## src/rtl/fifo_byte_packer.sv

```systemverilog
// rtl/fifo_byte_packer.sv - drains a show-ahead byte FIFO and packs bytes MSB-first into BYTE_NUM-byte words
module fifo_byte_packer #(
    parameter int BYTE_NUM = 4,
    parameter int WORD_W   = 8 * BYTE_NUM
) (
    input  logic              i_clk,
    input  logic              i_rst_n,
    input  logic              i_fifo_empty,
    input  logic [7:0]        iv_fifo_rdata,
    output logic              o_fifo_rdreq,
    input  logic              i_flush,
    output logic [WORD_W-1:0] ov_word,
    output logic              o_word_valid,
    input  logic              i_word_ready,
    output logic [15:0]       ov_word_cnt
);

    typedef enum logic {S_COLLECT, S_OUT} state_t;

    localparam logic [2:0] LAST_IDX = 3'(BYTE_NUM - 1);

    state_t            state;
    state_t            state_nxt;
    logic [2:0]        rv_idx;
    logic [WORD_W-1:0] rv_shift;
    logic              xfer;
    logic              last_byte;

    // A pop in S_OUT is only allowed in the transfer cycle, so the held word never has a follower waiting.
    assign o_fifo_rdreq = i_rst_n && !i_fifo_empty && !i_flush &&
                          ((state == S_COLLECT) || i_word_ready);
    assign xfer         = o_word_valid && i_word_ready;
    assign last_byte    = o_fifo_rdreq && (state == S_COLLECT) && (rv_idx == LAST_IDX);

    always_ff @(posedge i_clk or negedge i_rst_n) begin
        if (!i_rst_n) begin
            state <= S_COLLECT;
        end else begin
            state <= state_nxt;
        end
    end

    always_comb begin
        state_nxt = state;
        case (state)
            S_COLLECT: if (last_byte) state_nxt = S_OUT;
            S_OUT:     if (xfer)      state_nxt = S_COLLECT;
            default:   state_nxt = S_COLLECT;
        endcase
    end

    always_ff @(posedge i_clk or negedge i_rst_n) begin
        if (!i_rst_n) begin
            rv_idx       <= 3'd0;
            rv_shift     <= '0;
            ov_word      <= '0;
            o_word_valid <= 1'b0;
            ov_word_cnt  <= 16'd0;
        end else begin
            if (xfer) begin
                o_word_valid <= 1'b0;
                ov_word_cnt  <= ov_word_cnt + 16'd1;
            end
            // Stale lanes need no clearing: each is rewritten before the next word completes.
            if (i_flush) begin
                rv_idx <= 3'd0;
            end else if (o_fifo_rdreq) begin
                rv_shift[(BYTE_NUM - 1 - int'(rv_idx)) * 8 +: 8] <= iv_fifo_rdata;
                if (last_byte) begin
                    ov_word      <= {rv_shift[WORD_W-1:8], iv_fifo_rdata};
                    o_word_valid <= 1'b1;
                    rv_idx       <= 3'd0;
                end else begin
                    rv_idx <= rv_idx + 3'd1;
                end
            end
        end
    end

endmodule
```

## config.mk

```make
export PLATFORM = sky130hd
export DESIGN_NAME = fifo_byte_packer
export DESIGN_NICKNAME = d
export VERILOG_FILES = /design/src/rtl/fifo_byte_packer.sv
export SDC_FILE = /design/constraint.sdc
export NUM_CORES = 1
export LEC_CHECK = 0
export CORE_MARGIN = 5
export CORE_UTILIZATION = 62
export CTS_CLUSTER_DIAMETER = 100
export DETAILED_ROUTE_END_ITERATION = 10
export DONT_BUFFER_PORTS = 1
export PLACE_DENSITY_LB_ADDON = 0.25
export SETUP_SLACK_MARGIN = 0.2
export SYNTH_ARGS = -nofsm -noshare
export SYNTH_HDL_FRONTEND = slang
export SYNTH_SLANG_ARGS = --single-unit
```

## constraint.sdc

```tcl
create_clock -name i_clk -period 3.1 [get_ports i_clk]
set_clock_uncertainty 0.2 [all_clocks]
set_input_delay 0.62 -clock i_clk [delete_from_list [all_inputs] [get_ports i_clk]]
set_output_delay 0.62 -clock i_clk [all_outputs]
set_load 0.05 [all_outputs]
```

### Yosys cells after proc, flatten, opt, wreduce, memory -nomap -nowiden

Index checks and enable logic that the tools add are counted.

* add/subtract/negate cells: 4
* eq/ne operators: 1
* shift operators: 2
* multiplexer cells: 11
* bitwise operators: 2
* reduce and logical (&&, ||, !) cells: 12

Operators by type and width (count)
* negation 7 -> 33 bit: 1
* variable shift 8 x 33 -> 32 bit (first input constant): 1
* indexed part select 8 x 33 -> 32 bit: 1
* bitwise mux 32 bit: 1
* adder 16 x 1 -> 16 bit (second input constant): 1
* two-way mux 3 bit: 3
* logical AND 1 bit: 6
* two-way mux 1 bit: 6
* subtractor 2 x 3 -> 4 bit (first input constant): 1
* adder 3 x 1 -> 3 bit (second input constant): 1
* == test 3 x 2 -> 1 bit (second input constant): 1
* AND reduction 3 bit: 1
* zero test 1 bit: 2
* NOT 1 bit: 2
* one-hot mux 1 bit (2 select lines): 1
* AND reduction 2 bit: 1
* nonzero test 2 bit: 1
* logical OR 1 bit: 1

* flip-flop bits (word level): 85
* bits of input ports: 13
* output and inout bits: 50
* word-level logic and storage cells: 38

### Depth between registers and ports, before layout

Gate-level depths: netlist of the first run.

* depth after elaboration: 9
* mapped depth: 9
* mapped depth without buffers: 8

### Least setup slack after synthesis of the first run

Ideal clock, no wire load.

* path kind: input to register
* from: in i_fifo_empty
* to: reg rv_shift[10]
* library setup time: 0.125 ns
* arrival time: 3.047 ns
* data required time: 2.775 ns
* setup slack: -0.272 ns
* stages: 4
* path buffers: 0
* cell sequence: nand2b_1 -> a211oi_1 -> nand4b_2 -> mux2_2

* cells in the longest elaborated chain, start to end: 5

Ends and longest elaborated chain
* from (decl): RTL line 8 `input logic i_fifo_empty,`
* zero test 1 bit: RTL line 30 `assign o_fifo_rdreq = i_rst_n && !i_fifo_empty && !i_flush &&`
* logical AND 1 bit (3 in series): RTL line 30
* net o_fifo_rdreq: RTL line 10 `output logic o_fifo_rdreq,`
* AND reduction 2 bit (no source line)
* to (signal, indexed assignment): RTL line 68 `rv_shift[(BYTE_NUM - 1 - int'(rv_idx)) * 8 +: 8] <= iv_fifo_rdata;`
* to (decl): RTL line 25 `logic [WORD_W-1:0] rv_shift;`

The timed path passes the listed nets, and every way through them passes these cells.
A chain may end at the register's enable or synchronous reset.

### Worst setup path in the final report of the first run

* from: reg rv_idx[2]
* to: reg rv_shift[28]

* cells in the longest elaborated chain, start to end: 4
* elaborated cells between the ends (all ways): 5
* those cells by class: add/sub: 2; shift: 2; mux: 1

Ends and longest elaborated chain
* from (decl): RTL line 24 `logic [2:0] rv_idx;`
* from (signal assigned): RTL line 74 `rv_idx <= rv_idx + 3'd1;`
* subtractor 2 x 3 -> 4 bit *: RTL line 68
* negation 7 -> 33 bit *: RTL line 68
* indexed part select 8 x 33 -> 32 bit or variable shift 8 x 33 -> 32 bit (tied branches): RTL line 68
* bitwise mux 32 bit *: RTL line 68

Mark *: on every way between the ends. The rest lies on a longest branch, timed or not.

==> implementation parameters, run 1 <==
Parameter                              Value

Detailed routing
  Remaining number of nets flagged by the antenna check after routing ... 0
  Routed WL per cell ... 17.84 um
  Detailed-route via count ... 1,748
  DRC violations left ... 0
  Detailed Route Iter0 Violations ... 110
  Number of iterations in the first detailed-routing pass ... 4
  Post-Route WL ... 5567 um
  Via count normalized by instance count ... 5.603

Critical path
  Reg-to-reg critical path startpoint ... rv_idx[2]
  Largest fanout on the critical path ... 8
  Crit-path cells ... inv_2 > nand3_1 > inv_1 > ha_1 > or4b_1 > nor3b_2 > and4bb_4 > mux2_2
  Delay of the slowest cell on the worst path ... 550 ps
  Critical path's slowest cell ... sky130_fd_sc_hd__or4b_1
  Delay-heaviest family, CP ... simple AND/OR/NAND/NOR gates
  Worst path arrival time ... 2800 ps
  Crit path buffers/inverters ... 2
  Critical path start-end classification ... flop to flop
  Endpoint kind of the worst setup timing path ... flop
  Worst Reg2Reg Path Length in Cells ... 8
  R2R Setup Slk ... 320 ps
  Reg-to-reg critical path endpoint ... rv_shift[28]
  Required time at the endpoint of the critical path ... 3120 ps
  CP startpoint kind ... flop

Die
  Die area ... 0.006784 mm^2
  Horizontal die dimension ... 82.37 um
  Die H ... 82.37 um
  Number of core rows ... 26
  Number of placed I/O pins ... 63
  CORE AREA ... 0.005107 mm^2
  Effective utilization at floorplan ... 0.6357

Layout
  Number of fill cells ... 360
  Utilization after layout ... 0.6926
  Relative area change from synthesis to final layout ... 8.940%
  Top library cells by usage in the layout, fill and taps aside ... sky130_fd_sc_hd__dfrtp_1, sky130_fd_sc_hd__mux2_2, sky130_fd_sc_hd__xnor2_1
  Final cell area excluding filler cells ... 0.003537 mm^2
  Final Instance Count excl. Fillers ... 312
  Most common library cell in the layout ignoring fill and taps ... sky130_fd_sc_hd__dfrtp_1
  Nets ... 258
  Fraction of layout cells with a size suffix above 1 ... 0.3554
  Final antenna diode count ... 0

Yosys
  Count of state elements after synthesis ... 77
  Number of nets in the synthesized netlist ... 247
  Synthesized area divided by synthesized cell count ... 14.24 um^2
  Largest area contributor in the netlist ... sky130_fd_sc_hd__dfrtp_1
  Sequential fraction of the synthesis area ... 0.5934
  Yosys cell types ... 30
  Async S/R FF share, synth ... 1.000
  Yosys top cell area share ... 0.5934
  Top cells by area in the synthesized netlist ... sky130_fd_sc_hd__dfrtp_1, sky130_fd_sc_hd__mux2_2, sky130_fd_sc_hd__xnor2_1
  Top flip-flop cell by instance count after synthesis ... sky130_fd_sc_hd__dfrtp_1
  Area of the mapped netlist ... 0.003247 mm^2
  Total number of yosys warnings ... 0
  Synthesized instance count ... 228
  Count of flip-flops with a built-in enable after synthesis ... 0

Global route
  Global-route wire length before repair ... 9453 um
  Overall overflow remaining after global route ... 0
  Maximum number of pins on one net before global-route repair ... 78
  Vias in the first global route ... 1,956
  Overall global routing resource usage ... 0.1898
  Number of antenna violations at the first check in global routing ... 0

Flow run
  Maximum Capacitance Violations ... 0

Clocking
  Clk sink count ... 77
  Max Root-Sink Buffers ... 2
  CTS tree ... built
  Clock Pin Slew Worst Setup and Hold Paths ... 70 ps
  TritonCTS buffer count ... 9
  Root cell of the clock tree ... sky130_fd_sc_hd__clkbuf_8
  Number of buffers inserted by post-CTS setup repair ... 0
  Clk_lat worst skew ... 330 ps
  H-tree depth reported by CTS ... 3

Power
  Leakage Power ... 1.734 nW
  Ratio of total power to cell area ... 545.3 mW/mm^2
  Sequential fraction of design power ... 0.610
  Net Sw Frac ... 0.2417
  Switching power total ... 0.4663 mW
  Worst IR Drop VDD ... 0.0003575 V
  Portion of total power attributed to combinational logic ... 0.077
  Internal cell power ... 1.463 mW
  Clock share of power ... 0.313

Place
  Total placed cells including tap cells ... 296
  Cell area reported after detailed placement ... 0.003347 mm^2
  # port buffers ... 0
  Detailed Place HPWL ... 3886 um
  Global placer's final weighted congestion ... 0.7056

Timing
  Share of the clock period used by the worst path ... 0.8968
  Worst slew pin tran ... 587.8 ps
  Worst max-slew margin expressed relative to the limit ... 0.6051
  Unrepaired setup endpoints after global routing ... no
  Upper clock frequency limit ... 0.3597 GHz
  Final hold violation count ... 0
  Endpoints failing setup ... 0
  Min Clock Period, post-route ... 2780 ps
  Setup Total Neg Slack ... 0 ps
  Max-slew violation count ... 0

Worst hold path
  Hold_sp ... i_flush
  Worst Hold Class ... primary input to flop
  Number of cells on the worst hold path ... 1
  Hold Path Sink ... rv_idx[1]

Outcome
  Outcome ... completed
==> cell type report <==
type / instances / area [um^2] / share of cell area
flip-flops and latches: 77 / 1927 / 0.5447
repair buffers: 5 / 72.57 / 0.02052
clock inverters: 2 / 12.51 / 0.003537
clock buffers: 12 / 135.1 / 0.03820
multi-input cells: 141 / 1284 / 0.3629
well taps: 70 / 87.58 / 0.02476
inverters: 5 / 18.77 / 0.005306
==> worst max-delay path by stage <==
| stage | to | depth (start not counted) | from | slack (ps) |
|---|---|---|---|---|
| 2_1_floorplan | rv_shift[24] | 5 | i_fifo_empty | 350 |
| 3_3_place_gp | rv_shift[26] | 8 | rv_idx[2] | 330 |
| 3_5_place_dp | rv_shift[28] | 8 | rv_idx[2] | 240 |
| 4_1_cts | rv_shift[28] | 8 | rv_idx[2] | 210 |
| 5_1_grt | rv_shift[10] | 7 | rv_idx[0] | 190 |
| 6_report | rv_shift[28] | 8 | rv_idx[2] | 320 |
==> power groups by stage <==
stage / registers [mW] / clock network [mW] / logic [mW]
after floorplan: 1.17 / 0 / 0.111
after global placement: 1.20 / 0 / 0.119
after detailed placement: 1.20 / 0 / 0.126
after CTS: 1.18 / 0.627 / 0.151
after global routing: 1.19 / 0.674 / 0.167
final: 1.18 / 0.604 / 0.148
==> per-layer routing <==
| layer | part of all wire | global-route usage |
|---|---|---|
| met1 | 0.42 | 0.2304 |
| met2 | 0.47 | 0.2925 |
| met3 | 0.091 | 0.07701 |
| met4 | 0.019 | 0.09468 |
| met5 | 0 | 0 |
==> logic make-up after synthesis <==
group / share of synthesized area
muxes: 0.2073
AOI/OAI and AO/OA: 0.008476
xor gates and xnor gates: 0.04046
and+or+nand+nor: 0.1110
DFF: 0.5934
buffers and inverters: 0.01618
adders and majority gates: 0.02312
==> sequential cells by signal, summed over array words and instances (netlist names) <==
name and count:
o_word_valid 1, rv_shift 24, ov_word 32, rv_idx 3, ov_word_cnt 16, state 1
==> synth_stat cells, types with 2 or more instances <==
cell type	instances
sky130_fd_sc_hd__xor2_1	3
sky130_fd_sc_hd__and3_1	2
sky130_fd_sc_hd__nand4_1	4
sky130_fd_sc_hd__dfrtp_1	77
sky130_fd_sc_hd__nand2_1	7
sky130_fd_sc_hd__nand3_1	6
sky130_fd_sc_hd__mux2_2	56
sky130_fd_sc_hd__nor3_1	2
sky130_fd_sc_hd__mux2_1	2
sky130_fd_sc_hd__ha_1	6
sky130_fd_sc_hd__nor2_1	7
sky130_fd_sc_hd__a21o_1	2
sky130_fd_sc_hd__nand2b_1	2
sky130_fd_sc_hd__mux2i_1	2
sky130_fd_sc_hd__inv_1	5
sky130_fd_sc_hd__clkbuf_1	3
sky130_fd_sc_hd__buf_6	2
sky130_fd_sc_hd__and2b_2	8
sky130_fd_sc_hd__and2_1	10
sky130_fd_sc_hd__xnor2_1	12
==> through the flow <==
stage / worst slack [ps] / power, mW / hold WS [ps]
floorplan: 349.6 / 1.284 / 124.4
global placement: 334.6 / 1.315 / 126.7
detailed placement: 238.0 / 1.322 / 127.1
CTS: 207.5 / 1.955 / 126.3
global route: 187.4 / 2.029 / 114.8
finish: 319.8 / 1.929 / 145.1
==> worst reg2reg max path, cell delays in order, from the launching register on <==
cell and delay, ps:
sky130_fd_sc_hd__dfrtp_1 400, sky130_fd_sc_hd__inv_2 100, sky130_fd_sc_hd__nand3_1 100, sky130_fd_sc_hd__inv_1 80, sky130_fd_sc_hd__ha_1 230, sky130_fd_sc_hd__or4b_1 550
sky130_fd_sc_hd__nor3b_2 270, sky130_fd_sc_hd__and4bb_4 370, sky130_fd_sc_hd__mux2_2 360
==> what timing repair did <==
item | CTS | global route
hold buffers | 2 | 0
gates resized for setup | 0 | 3
setup endpoints to repair | 0 | 24
hold endpoints to repair | 77 | 0
Note: power is estimated with default switching activity, not from simulation.
==> run 2, diff against run 1 <==
--- a/config.mk
+++ b/config.mk
@@ -6,7 +6,7 @@
 export NUM_CORES = 1
 export LEC_CHECK = 0
 export CORE_MARGIN = 5
-export CORE_UTILIZATION = 62
+export CORE_UTILIZATION = 56
 export CTS_CLUSTER_DIAMETER = 100
 export DETAILED_ROUTE_END_ITERATION = 10
 export DONT_BUFFER_PORTS = 1
==> constraint.sdc (replaced) <==
create_clock -name i_clk -period 2.4 [get_ports i_clk]
set_clock_uncertainty 0.2 [all_clocks]
set_input_delay 0.48 -clock i_clk [delete_from_list [all_inputs] [get_ports i_clk]]
set_output_delay 0.48 -clock i_clk [all_outputs]
set_load 0.05 [all_outputs]
==> implementation parameters, run 2 (synthesis results as in run 1) <==
Parameter                              Value

Outcome
  Outcome ... finished, violations left
  Violations in the final reports ... negative hold slack, negative setup slack

Global route
  Layer with the highest usage after global routing ... met2
  Global-route wire length before repair ... 10,140 um
  Overall global routing resource usage ... 0.1782
  Met2 routing resource usage after global routing ... 0.2677
  Number of antenna violations at the first check in global routing ... 0
  Maximum number of pins on one net before global-route repair ... 79
  Overall overflow remaining after global route ... 0
  Met3 Resource Use GR ... 0.06532
  Met1 routing resource usage after global routing ... 0.2371
  Vias in the first global route ... 1,961

Clocking
  Clk sink count ... 77
  TritonCTS buffer count ... 9
  H-tree depth reported by CTS ... 3
  Root cell of the clock tree ... sky130_fd_sc_hd__clkbuf_8
  Max Root-Sink Buffers ... 2
  Number of hold buffers added after CTS ... 1
  Clock Pin Slew Worst Setup and Hold Paths ... 80 ps
  Clk_lat worst skew ... 340 ps
  CTS tree ... built

Layout
  Top library cells by usage in the layout, fill and taps aside ... sky130_fd_sc_hd__dfrtp_1, sky130_fd_sc_hd__mux2_4, sky130_fd_sc_hd__buf_4
  Nets ... 286
  Final antenna diode count ... 0
  Relative area change from synthesis to final layout ... 25.86%
  Largest regs ... ov_word: 32 flops, rv_shift: 24 flops, ov_word_cnt: 16 flops
  Number of fill cells ... 359
  Fraction of layout cells with a size suffix above 1 ... 0.4743
  Area of the multi-input gates ... 0.001513 mm^2
  Largest register FFs ... 32
  Most common library cell in the layout ignoring fill and taps ... sky130_fd_sc_hd__dfrtp_1
  Largest register by flop count ... ov_word
  Area taken by flip-flops and latches ... 0.001928 mm^2

Timing
  Worst slew pin tran ... 583.7 ps
  Endpoints failing setup ... 24
  Unrepaired setup endpoints after global routing ... yes
  Final hold violation count ... 77
  Share of the clock period used by the worst path ... 1.086
  Setup Total Neg Slack ... -4439 ps
  Worst hold slack ... -376.7 ps
  Min Clock Period, post-route ... 2607 ps
  Max-slew violation count ... 0
  Upper clock frequency limit ... 0.3835 GHz
  Worst path setup slack after routing ... -207.3 ps
  Worst max-slew margin expressed relative to the limit ... 0.6108

Place
  Global placer's final weighted congestion ... 0.7686
  # port buffers ... 0
  Detailed Place HPWL ... 4146 um
  Pre-CTS setup slack ... -301.8 ps

Die
  Die area ... 0.007421 mm^2
  Number of core rows ... 27
  Effective utilization at floorplan ... 0.5825
  Number of placed I/O pins ... 63
  Horizontal die dimension ... 86.15 um
  Die H ... 86.15 um
  CORE AREA ... 0.005574 mm^2

Detailed routing
  Post-Route WL ... 6614 um
  Number of iterations in the first detailed-routing pass ... 4
  DRC violations left ... 0
  Detailed Route Iter0 Violations ... 62
  Detailed-route via count ... 1,880
  Remaining number of nets flagged by the antenna check after routing ... 0
  Via count normalized by instance count ... 5.465
  Routed WL per cell ... 19.23 um

Critical path
  Critical path start-end classification ... flop to flop
  CP startpoint kind ... flop
  Endpoint kind of the worst setup timing path ... flop
  Required time at the endpoint of the critical path ... 2420 ps
  Worst path arrival time ... 2630 ps
  Worst Reg2Reg Path Length in Cells ... 7
  Largest fanout on the critical path ... 8

Worst hold path
  Worst Hold Class ... primary input to asynchronous set/reset pin

Power
  Post-layout power ... 2.729 mW
  Worst IR Drop VDD ... 0.0005050 V
  Leakage Power ... 1.966 nW
  Ratio of total power to cell area ... 667.9 mW/mm^2

Flow run
  Maximum Capacitance Violations ... 0
## run 2: cell count changes in the layout (fill, tap and decap cells not counted), sizes merged
cell / change
buf: +26
bufinv: +1
clkbuf: +1
clkinvlp: +1
inv: +1
## run 2: through the flow
stage	area, um^2	hold slack [ps]	utilization	cells
after floorplan	3277	-15.59	-	228
after global placement	3525	-14.04	0.6323	318
after detailed placement	3525	-14.25	0.6323	318
after CTS	3837	-393.0	0.6884	337
after global routing	4086	-409.0	0.7331	344
final	4086	-376.7	0.7331	344
## run 2: power by group
| group | internal (mW) | leakage, nW | switching [mW] |
|---|---|---|---|
| Combinational | 0.161 | 0.829 | 0.0764 |
| Clock | 0.511 | 0.0959 | 0.463 |
| Sequential | 1.41 | 1.04 | 0.106 |
| Total | 2.08 | 1.97 | 0.646 |
## run 2: worst paths after layout
kind	startpoint	end	slack [ps]
worst max-delay path	rv_idx[2]	rv_shift[26]	-210
worst min-delay path	i_rst_n	ov_word[18]	-380
worst max register to register	rv_idx[2]	rv_shift[26]	-210
worst min register to register	rv_shift[14]	rv_shift[14]	310
max in group asynchronous	i_rst_n	rv_idx[1]	2230
min in group i_clk	iv_fifo_rdata[0]	ov_word[0]	80
## run 2: what timing repair did
item	in CTS	in global routing
cloned	0	3
gates resized for setup	21	36
setup endpoints to repair	24	44
hold endpoints to repair	80	77
buffers inserted	2	4
pin swaps	2	4
## run 2: layout make-up
| cell class | instances | share of cell area |
|---|---|---|
| sequential | 77 | 0.4718 |
| clock inverter | 5 | 0.01439 |
| tap | 72 | 0.02205 |
| clock buffer | 11 | 0.03460 |
| timing repair buffer | 33 | 0.08236 |
| inverter | 5 | 0.004593 |
| multi-input combinational | 141 | 0.3702 |
## run 2: critical path, stage by stage (launching register included)
cell                       delay [ps]
sky130_fd_sc_hd__dfrtp_1          410
sky130_fd_sc_hd__inv_2            100
sky130_fd_sc_hd__nand3_4           90
sky130_fd_sc_hd__ha_4             220
sky130_fd_sc_hd__or4b_4           540
sky130_fd_sc_hd__nor3b_4          230
sky130_fd_sc_hd__and4bb_4         390
sky130_fd_sc_hd__mux2_4           320
## run 2: metal layers
metal,up-vias,part of all wire
met5,-,0
met4,0,0.013
met3,9,0.057
met2,42,0.48
met1,960,0.45
li1,869,-
